## src/rtl/gb_host_bridge.sv

```systemverilog
// Host-side ghostbus master: byte-stream command packets in, single-cycle gb_we/gb_re strobes out, read data back as bytes.
// Optional burst support (word count from CMD[3:0], address auto-increment) is enabled by defining GHOSTBUS_BRIDGE_AUTOINC_EN.
module gb_host_bridge #(
    parameter int AW         = 24,
    parameter int DW         = 32,
    parameter int RD_LATENCY = 2
) (
    input  logic          clk,
    input  logic          rst,
    input  logic [7:0]    rx_data,
    input  logic          rx_valid,
    output logic          rx_ready,
    output logic [7:0]    tx_data,
    output logic          tx_valid,
    input  logic          tx_ready,
    output logic [AW-1:0] gb_addr,
    output logic [DW-1:0] gb_dout,
    input  logic [DW-1:0] gb_din,
    output logic          gb_we,
    output logic          gb_re,
    output logic          busy
);

    localparam int AB = AW / 8;
    localparam int DB = DW / 8;

    typedef enum logic [2:0] {
        S_CMD, S_ADDR, S_WDATA, S_WSTB, S_RSTB, S_RWAIT, S_RESP
    } state_t;

    state_t        state_r;
    state_t        state_next_s;
    logic          dir_r;
    logic [7:0]    byte_cnt_r;
    logic [2:0]    lat_cnt_r;
    logic [DW-1:0] rdata_r;
    logic [DW-1:0] rdata_shift_s;
    logic          rx_fire_s;
    logic          tx_fire_s;
    logic          addr_last_s;
    logic          data_last_s;
    logic          lat_done_s;
    logic          last_word_s;

    assign rx_fire_s     = rx_valid & rx_ready;
    assign tx_fire_s     = tx_valid & tx_ready;
    assign addr_last_s   = (byte_cnt_r == 8'(AB - 1));
    assign data_last_s   = (byte_cnt_r == 8'(DB - 1));
    assign lat_done_s    = (lat_cnt_r == 3'(RD_LATENCY));
    assign rdata_shift_s = rdata_r << 8;

`ifdef GHOSTBUS_BRIDGE_AUTOINC_EN
    logic [3:0] words_left_r;
    assign last_word_s = (words_left_r == 4'd0);
`else
    assign last_word_s = 1'b1;
`endif

    // State register
    always_ff @(posedge clk) begin
        if (rst) begin
            state_r <= S_CMD;
        end else begin
            state_r <= state_next_s;
        end
    end

    // Next-state decode
    always_comb begin
        state_next_s = state_r;
        case (state_r)
            S_CMD: begin
                if (rx_fire_s) state_next_s = S_ADDR;
                else           state_next_s = S_CMD;
            end
            S_ADDR: begin
                if (rx_fire_s && addr_last_s) state_next_s = dir_r ? S_WDATA : S_RSTB;
                else                          state_next_s = S_ADDR;
            end
            S_WDATA: begin
                if (rx_fire_s && data_last_s) state_next_s = S_WSTB;
                else                          state_next_s = S_WDATA;
            end
            S_WSTB:  state_next_s = last_word_s ? S_CMD : S_WDATA;
            S_RSTB:  state_next_s = S_RWAIT;
            S_RWAIT: begin
                if (lat_done_s) state_next_s = S_RESP;
                else            state_next_s = S_RWAIT;
            end
            S_RESP: begin
                if (tx_fire_s && data_last_s) state_next_s = last_word_s ? S_CMD : S_RSTB;
                else                          state_next_s = S_RESP;
            end
            default: state_next_s = S_CMD;
        endcase
    end

    // Registered outputs follow the next state so strobes last exactly one state-cycle and drop on reset
    always_ff @(posedge clk) begin
        if (rst) begin
            rx_ready   <= 1'b0;
            tx_valid   <= 1'b0;
            tx_data    <= 8'd0;
            gb_addr    <= {AW{1'b0}};
            gb_dout    <= {DW{1'b0}};
            gb_we      <= 1'b0;
            gb_re      <= 1'b0;
            busy       <= 1'b0;
            dir_r      <= 1'b0;
            byte_cnt_r <= 8'd0;
            lat_cnt_r  <= 3'd0;
            rdata_r    <= {DW{1'b0}};
`ifdef GHOSTBUS_BRIDGE_AUTOINC_EN
            words_left_r <= 4'd0;
`endif
        end else begin
            rx_ready <= (state_next_s == S_CMD) || (state_next_s == S_ADDR) || (state_next_s == S_WDATA);
            tx_valid <= (state_next_s == S_RESP);
            gb_we    <= (state_next_s == S_WSTB);
            gb_re    <= (state_next_s == S_RSTB);
            busy     <= (state_next_s != S_CMD);
            case (state_r)
                S_CMD: begin
                    if (rx_fire_s) begin
                        dir_r      <= rx_data[7];
                        byte_cnt_r <= 8'd0;
`ifdef GHOSTBUS_BRIDGE_AUTOINC_EN
                        words_left_r <= rx_data[3:0];
`endif
                    end
                end
                S_ADDR: begin
                    if (rx_fire_s) begin
                        gb_addr    <= (gb_addr << 8) | AW'(rx_data);
                        byte_cnt_r <= addr_last_s ? 8'd0 : byte_cnt_r + 8'd1;
                    end
                end
                S_WDATA: begin
                    if (rx_fire_s) begin
                        gb_dout    <= (gb_dout << 8) | DW'(rx_data);
                        byte_cnt_r <= data_last_s ? 8'd0 : byte_cnt_r + 8'd1;
                    end
                end
                S_WSTB: begin
`ifdef GHOSTBUS_BRIDGE_AUTOINC_EN
                    if (!last_word_s) begin
                        gb_addr      <= gb_addr + AW'(1);
                        words_left_r <= words_left_r - 4'd1;
                    end
`endif
                end
                S_RSTB: lat_cnt_r <= 3'd1;
                S_RWAIT: begin
                    if (lat_done_s) begin
                        rdata_r    <= gb_din;
                        tx_data    <= gb_din[DW-1 -: 8];
                        byte_cnt_r <= 8'd0;
                    end else begin
                        lat_cnt_r  <= lat_cnt_r + 3'd1;
                    end
                end
                S_RESP: begin
                    if (tx_fire_s) begin
                        if (data_last_s) begin
                            byte_cnt_r <= 8'd0;
`ifdef GHOSTBUS_BRIDGE_AUTOINC_EN
                            if (!last_word_s) begin
                                gb_addr      <= gb_addr + AW'(1);
                                words_left_r <= words_left_r - 4'd1;
                            end
`endif
                        end else begin
                            byte_cnt_r <= byte_cnt_r + 8'd1;
                            rdata_r    <= rdata_shift_s;
                            tx_data    <= rdata_shift_s[DW-1 -: 8];
                        end
                    end
                end
                default: byte_cnt_r <= 8'd0;
            endcase
        end
    end

endmodule

```

## config.mk

```make
export PLATFORM = sky130hd
export DESIGN_NAME = gb_host_bridge
export DESIGN_NICKNAME = d
export VERILOG_FILES = /design/src/rtl/gb_host_bridge.sv
export SDC_FILE = /design/constraint.sdc
export NUM_CORES = 1
export LEC_CHECK = 0
export ABC_AREA = 1
export BUFFER_PORTS_ARGS = -buffer_cell sky130_fd_sc_hd__buf_2
export CAP_MARGIN = 30
export CORE_UTILIZATION = 40
export CTS_CLUSTER_SIZE = 20
export DETAILED_ROUTE_END_ITERATION = 16
export PLACE_DENSITY = 0.62
export SETUP_SLACK_MARGIN = 0.1
export SYNTH_ARGS = -nofsm -noshare
export SYNTH_HDL_FRONTEND = slang
export SYNTH_SLANG_ARGS = --single-unit
```

## constraint.sdc

```tcl
create_clock -name clk -period 1.9 [get_ports clk]
set_clock_uncertainty 0.1 [all_clocks]
set_input_delay 0.38 -clock clk [delete_from_list [all_inputs] [get_ports clk]]
set_output_delay 0.38 -clock clk [all_outputs]
set_load 0.01 [all_outputs]
```

==> Yosys cells after proc, flatten, opt, wreduce, memory -nomap -nowiden <==
Index checks and enable logic that the tools add are counted.
{ "op_classes": {"addsub": 2, "eq_ne": 21, "n_mux": 25, "bitwise": 5, "n_reduce_logical": 17} }
{ "ops": {"columns": ["op", "n"], "rows": [
  ["two-way mux 8 bit", 10],
  ["two-way mux 24 bit", 3],
  ["one-hot mux 24 bit (2 select lines)", 1],
  ["one-hot mux 8 bit (6 select lines)", 1],
  ["OR 32 x 8 -> 32 bit", 1],
  ["OR 24 x 8 -> 24 bit", 1],
  ["one-hot mux 3 bit (6 select lines)", 1],
  ["equality test 8 x 2 -> 1 bit, second input constant", 2],
  ["one-hot mux 8 bit (2 select lines)", 1],
  ["equality test 3 x 2 -> 1 bit, second input constant", 5],
  ["equality test 3 bit, second input constant", 5],
  ["inequality test 2 bit, second input constant", 7],
  ["two-way mux 3 bit", 4],
  ["adder 8 x 1 -> 8 bit, second input constant", 1],
  ["AND reduction 2 bit", 4],
  ["equality test 3 x 1 -> 1 bit, second input constant", 2],
  ["zero test 3 bit", 2],
  ["one-hot mux 3 bit (2 select lines)", 1],
  ["AND reduction 6 bit", 1],
  ["AND reduction 4 bit", 1],
  ["nonzero test 2 bit", 2],
  ["adder 3 x 1 -> 3 bit, second input constant", 1],
  ["logical AND 1 bit", 3],
  ["nonzero test 3 bit", 1],
  ["other kinds (6)", 9]
]} }
{ "totals": {"regBits": 108, "in_bits": 44, "output_inout_bits": 69} }

==> Logic depth before layout (Yosys ltp) <==
{ "logic_depth": {"depth_word": 7, "mapped_depth": 11} }

==> Worst setup path after synthesis <==
No wires, ideal clock.
{ "synth_path": {"kind": "register to register", "startpoint": "register byte_cnt_r[1]", "endpoint": "register rdata_r[1]", "arrival_time_ns": 1.269, "path_slack_ns": 0.414, "path_stages_with_launch": 10, "path_buffers": 1, "synth_period_minus_slack_ns": 1.486, "path_cell_list": "dfxtp_1 ha_1 nand2_1 nor2_4 inv_2 nand3_4 buf_2 nand3_1 nand2_1 nor2_1"} }
{ "synth_between": {"elab_chain_cells": 3} }
{ "synth_lines": {"columns": ["element", "line", "rtl"], "rows": [
  ["start, declared", "34", "logic [7:0] byte_cnt_r;"],
  ["start signal, assigned", "135", "byte_cnt_r <= addr_last_s ? 8'd0 : byte_cnt_r + 8'd1;"],
  ["start signal, assigned", "141", "byte_cnt_r <= data_last_s ? 8'd0 : byte_cnt_r + 8'd1;"],
  ["start signal, assigned", "173", "byte_cnt_r <= byte_cnt_r + 8'd1;"],
  ["equality test 8 x 2 -> 1 bit", "48", "assign data_last_s = (byte_cnt_r == 8'(DB - 1));"],
  ["inequality test 2 bit (no line)", null, null],
  ["AND reduction 4 bit (no line)", null, null],
  ["end signal, assigned", "112", "rdata_r <= {DW{1'b0}};"],
  ["end signal, assigned", "155", "rdata_r <= gb_din;"],
  ["end signal, assigned", "174", "rdata_r <= rdata_shift_s;"],
  ["end, declared", "36", "logic [DW-1:0] rdata_r;"]
]} }
Every way passes these cells.
A chain may end at the register's enable or synchronous reset.

==> Worst setup path after layout <==
{ "layout_path": {"startpoint": "register lat_cnt_r[0]", "endpoint": "register rdata_r[1]"} }
{ "layout_between": {"elab_chain_cells": 3} }
{ "layout_lines": {"columns": ["element", "line", "rtl"], "rows": [
  ["start, declared", "35", "logic [2:0] lat_cnt_r;"],
  ["start signal, assigned", "159", "lat_cnt_r <= lat_cnt_r + 3'd1;"],
  ["equality test 3 x 2 -> 1 bit", "49", "assign lat_done_s = (lat_cnt_r == 3'(RD_LATENCY));"],
  ["inequality test 2 bit (no line)", null, null],
  ["AND reduction 4 bit (no line)", null, null]
]} }
Every way passes these cells.

==> flow_summary_export.csv <==
group,metric,value,unit
synth,yosysTopAreaCell,"dfxtp_1",
place,hpwl,7440,microns
sta,timing.fmax,600,MHz
place,dp_cells,905,
synth,yosysSeqAreaShare,0.460,
synth,syn-num-nets,723,
route,drcViolationCount,0,
synth,synth_top_area_share,0.460,
synth,syn_area,4700,sq um
synth,ys.flop_type,"dfxtp_1",
die,num_rows,39,
synth,synth-async-reset-ratio,0,
global_routing,grt_pass1_wl,17700,microns
min_path,hold-path-endpoint,"gb_dout[3]",
global_routing,overflow,0,
global_routing,grt_max_degree,60,
sta,slew_viol_final,0,
critical_path,start_kind,"flop",
critical_path,setup.worst_path.class,"reg2reg",
cts,cts_setup_buffers,0,
synth,synthesis.instances,675,
place,port_buffers,112,
synth,syn_avg_cell_area,6.96,sq um
min_path,min_from,"rx_data[3]",
critical_path,reg2reg_from,"lat_cnt_r[0]",
critical_path,worst_ep_arrival_time,1.81,ns
cts,cts_root_buf,"clkbuf_16",
final_layout,drive_gt1_frac,0.211,
synth,yosys-top-cells-area,"dfxtp_1 (46%), nor2_1 (16%), nand2_1 (9.6%)",
sta,tightest_slew,0.431,ns
route,drtIter0Drc,221,
die,core_area,11400,sq um
critical_path,r2r_cells,8,
cts,cts_made_buffers,9,
route,vias,4363,
route,postRouteWirelength,11000,microns
critical_path,ff2ff_setup_slack,0.23,ns
sta,final_hold_viol_count,0,
final_layout,nNetsFinal,822,
critical_path,r2r-end,"rdata_r[1]",
outcome,status,"finished, final reports clean",
sta,fin_crit_sh,0.878,
route,via_per_inst,4.74,
final_layout,syn2layout_area_growth,22.4,%
sta,setup_violations,0,
cts,clock_sinks,108,
sta,rsz0062_at_grt,"yes",
die,initial_core_util,0.411,
die,fp.dieH,110,microns
route,ant_nets,0,
synth,ys_warn_count,0,
final_layout,final_cell_mix,"nor2_1 (195), nand2_1 (119), buf_2 (112)",
global_routing,antenna_found_initial,0,
critical_path,worst_setup_path_end_kind,"flop",
global_routing,grt_pass1_vias,4021,
die,die_x,110,microns
cts,clk_path_buf_depth,2,
power,leakagePower,3.05,nW
sta,max-slew-margin-rel,0.713,
critical_path,worstPathRequired,2.04,ns
sta,period_minus_slack,1.67,ns
global_routing,grt_use_total,0.185,
critical_path,path_max_fanout,32,
power,max-vdd-ir-drop,0.000440,V
min_path,hold_path_class,"in2reg",
power,power.density,823,nW/um^2
route,route.met3.wl,755,microns
cts,cts_tree,"done",
route,wl_per_cell,12.0,microns
sta,fin_setup_tns,0,ns
die,dieArea,12200,sq um
min_path,hold_depth,3,
run,max_cap_viol_count,0,
cts,cts-htree-levels,3,
die,ioPinCount,113,
cts,clk_pin_slew_worst_paths,0.07,ns
synth,synth_edf_count,0,
synth,synth-seq-cells,108,
place,gp_routability_congestion,0.799,
final_layout,post_layout_nonfiller_instances,921,
cts,clk_latency,0.35,ns
route,dr.pass1.iters,4,
cts,hold_buffers,0,
route,maxUsedRoutingLayer,"met4",
final_layout,fill_cells,1163,
route,met1_length,4930,microns
place,post_dp_cell_area,5350,sq um
route,met2_length,5180,microns
final_layout,final_area,5750,sq um
final_layout,layout_commonest_cell,"nor2_1",
synth,synth.distinct_cells,36,
final_layout,antenna_cells,0,
## metal layers
metal,vias up,global-route usage
met2,88,0.303
met1,1949,0.224
met5,-,0
met3,13,0.0617
li1,2313,-
met4,0,0.0733
## cell families (layout without fill, tap and decap cells)
| group | after synthesis | after routing | share of synthesized area |
|---|---|---|---|
| flops | 108 | 108 | 0.460 |
| xor+xnor | 1 | 1 | 0.00187 |
| compound gates | 97 | 97 | 0.108 |
| fa+ha+maj | 4 | 4 | 0.0107 |
| simple gates | 374 | 374 | 0.335 |
| buf+inv | 91 | 194 | 0.0839 |
## sequential cells by signal, summed over array words and instances, names as in the netlist, 3 cells and up
name	flops
tx_data	8
lat_cnt_r	3
gb_dout	32
state_r	3
rdata_r	24
byte_cnt_r	8
gb_addr	24
## layout make-up
type                       count  area [sq um]  area share
clock buffer                   9           225      0.0392
tap                          143           179      0.0311
timing repair inverter         1          7.51     0.00131
multi-input combinational    476          2170       0.378
inverter                      58           236      0.0411
timing repair buffer         120           653       0.114
clock inverter                 6           113      0.0196
sequential                   108          2160       0.376
## worst max-delay path by stage
stage,slack (ns),depth (start not counted),to,from
after floorplan,0.41,9,rdata_r[1],byte_cnt_r[1]
after global placement,0.14,10,rdata_r[12],state_r[0]
after detailed placement,0.06,10,rdata_r[16],state_r[0]
after CTS,0.18,8,busy,byte_cnt_r[1]
after global routing,0.08,8,busy,byte_cnt_r[1]
final,0.23,8,rdata_r[1],lat_cnt_r[0]
## per-stage QoR
step                      utilization  total power (W)  hold slack (ns)  worst slack (ns)
after floorplan                     -          0.00253            0.345             0.414
after global placement          0.469          0.00265            0.357             0.142
after detailed placement        0.469          0.00266            0.369            0.0578
after CTS                       0.499          0.00478            0.162             0.183
after global routing            0.503          0.00490            0.174            0.0816
final                           0.503          0.00473            0.173             0.233
## repair_timing
item,4_1_cts,5_1_grt
setup endpoints to repair,3,58
gates resized for setup,1,13
gates cloned,0,1
pin swaps,0,1
## cells in the mapped netlist, types with 2 or more instances
master,instances
nor2_4,3
ha_1,4
buf_1,3
inv_1,51
buf_2,14
buf_6,3
dfxtp_1,108
nand2_4,2
nand2_1,120
o21ai_1,7
nand3_1,35
a21oi_1,7
nand2_2,3
nand3b_1,6
inv_2,5
a22oi_1,8
o21ai_0,73
clkbuf_1,11
nor2_1,195
## power breakdown
part           switching (W)  leakage, nW  internal [W]
sequential         0.0000268        0.873       0.00230
clock               0.000836        0.166       0.00129
combinational       0.000173         2.01      0.000110
## worst max-delay path, cell delays in order, from the launching register on
cell and delay, ns:
dfxtp_1 0.34, inv_1 0.07, ha_1 0.17, nand2_1 0.11
nor3_4 0.23, inv_2 0.11, buf_8 0.19, a22oi_1 0.17
nor2_1 0.06
Note: power is estimated with default switching activity, not from simulation.
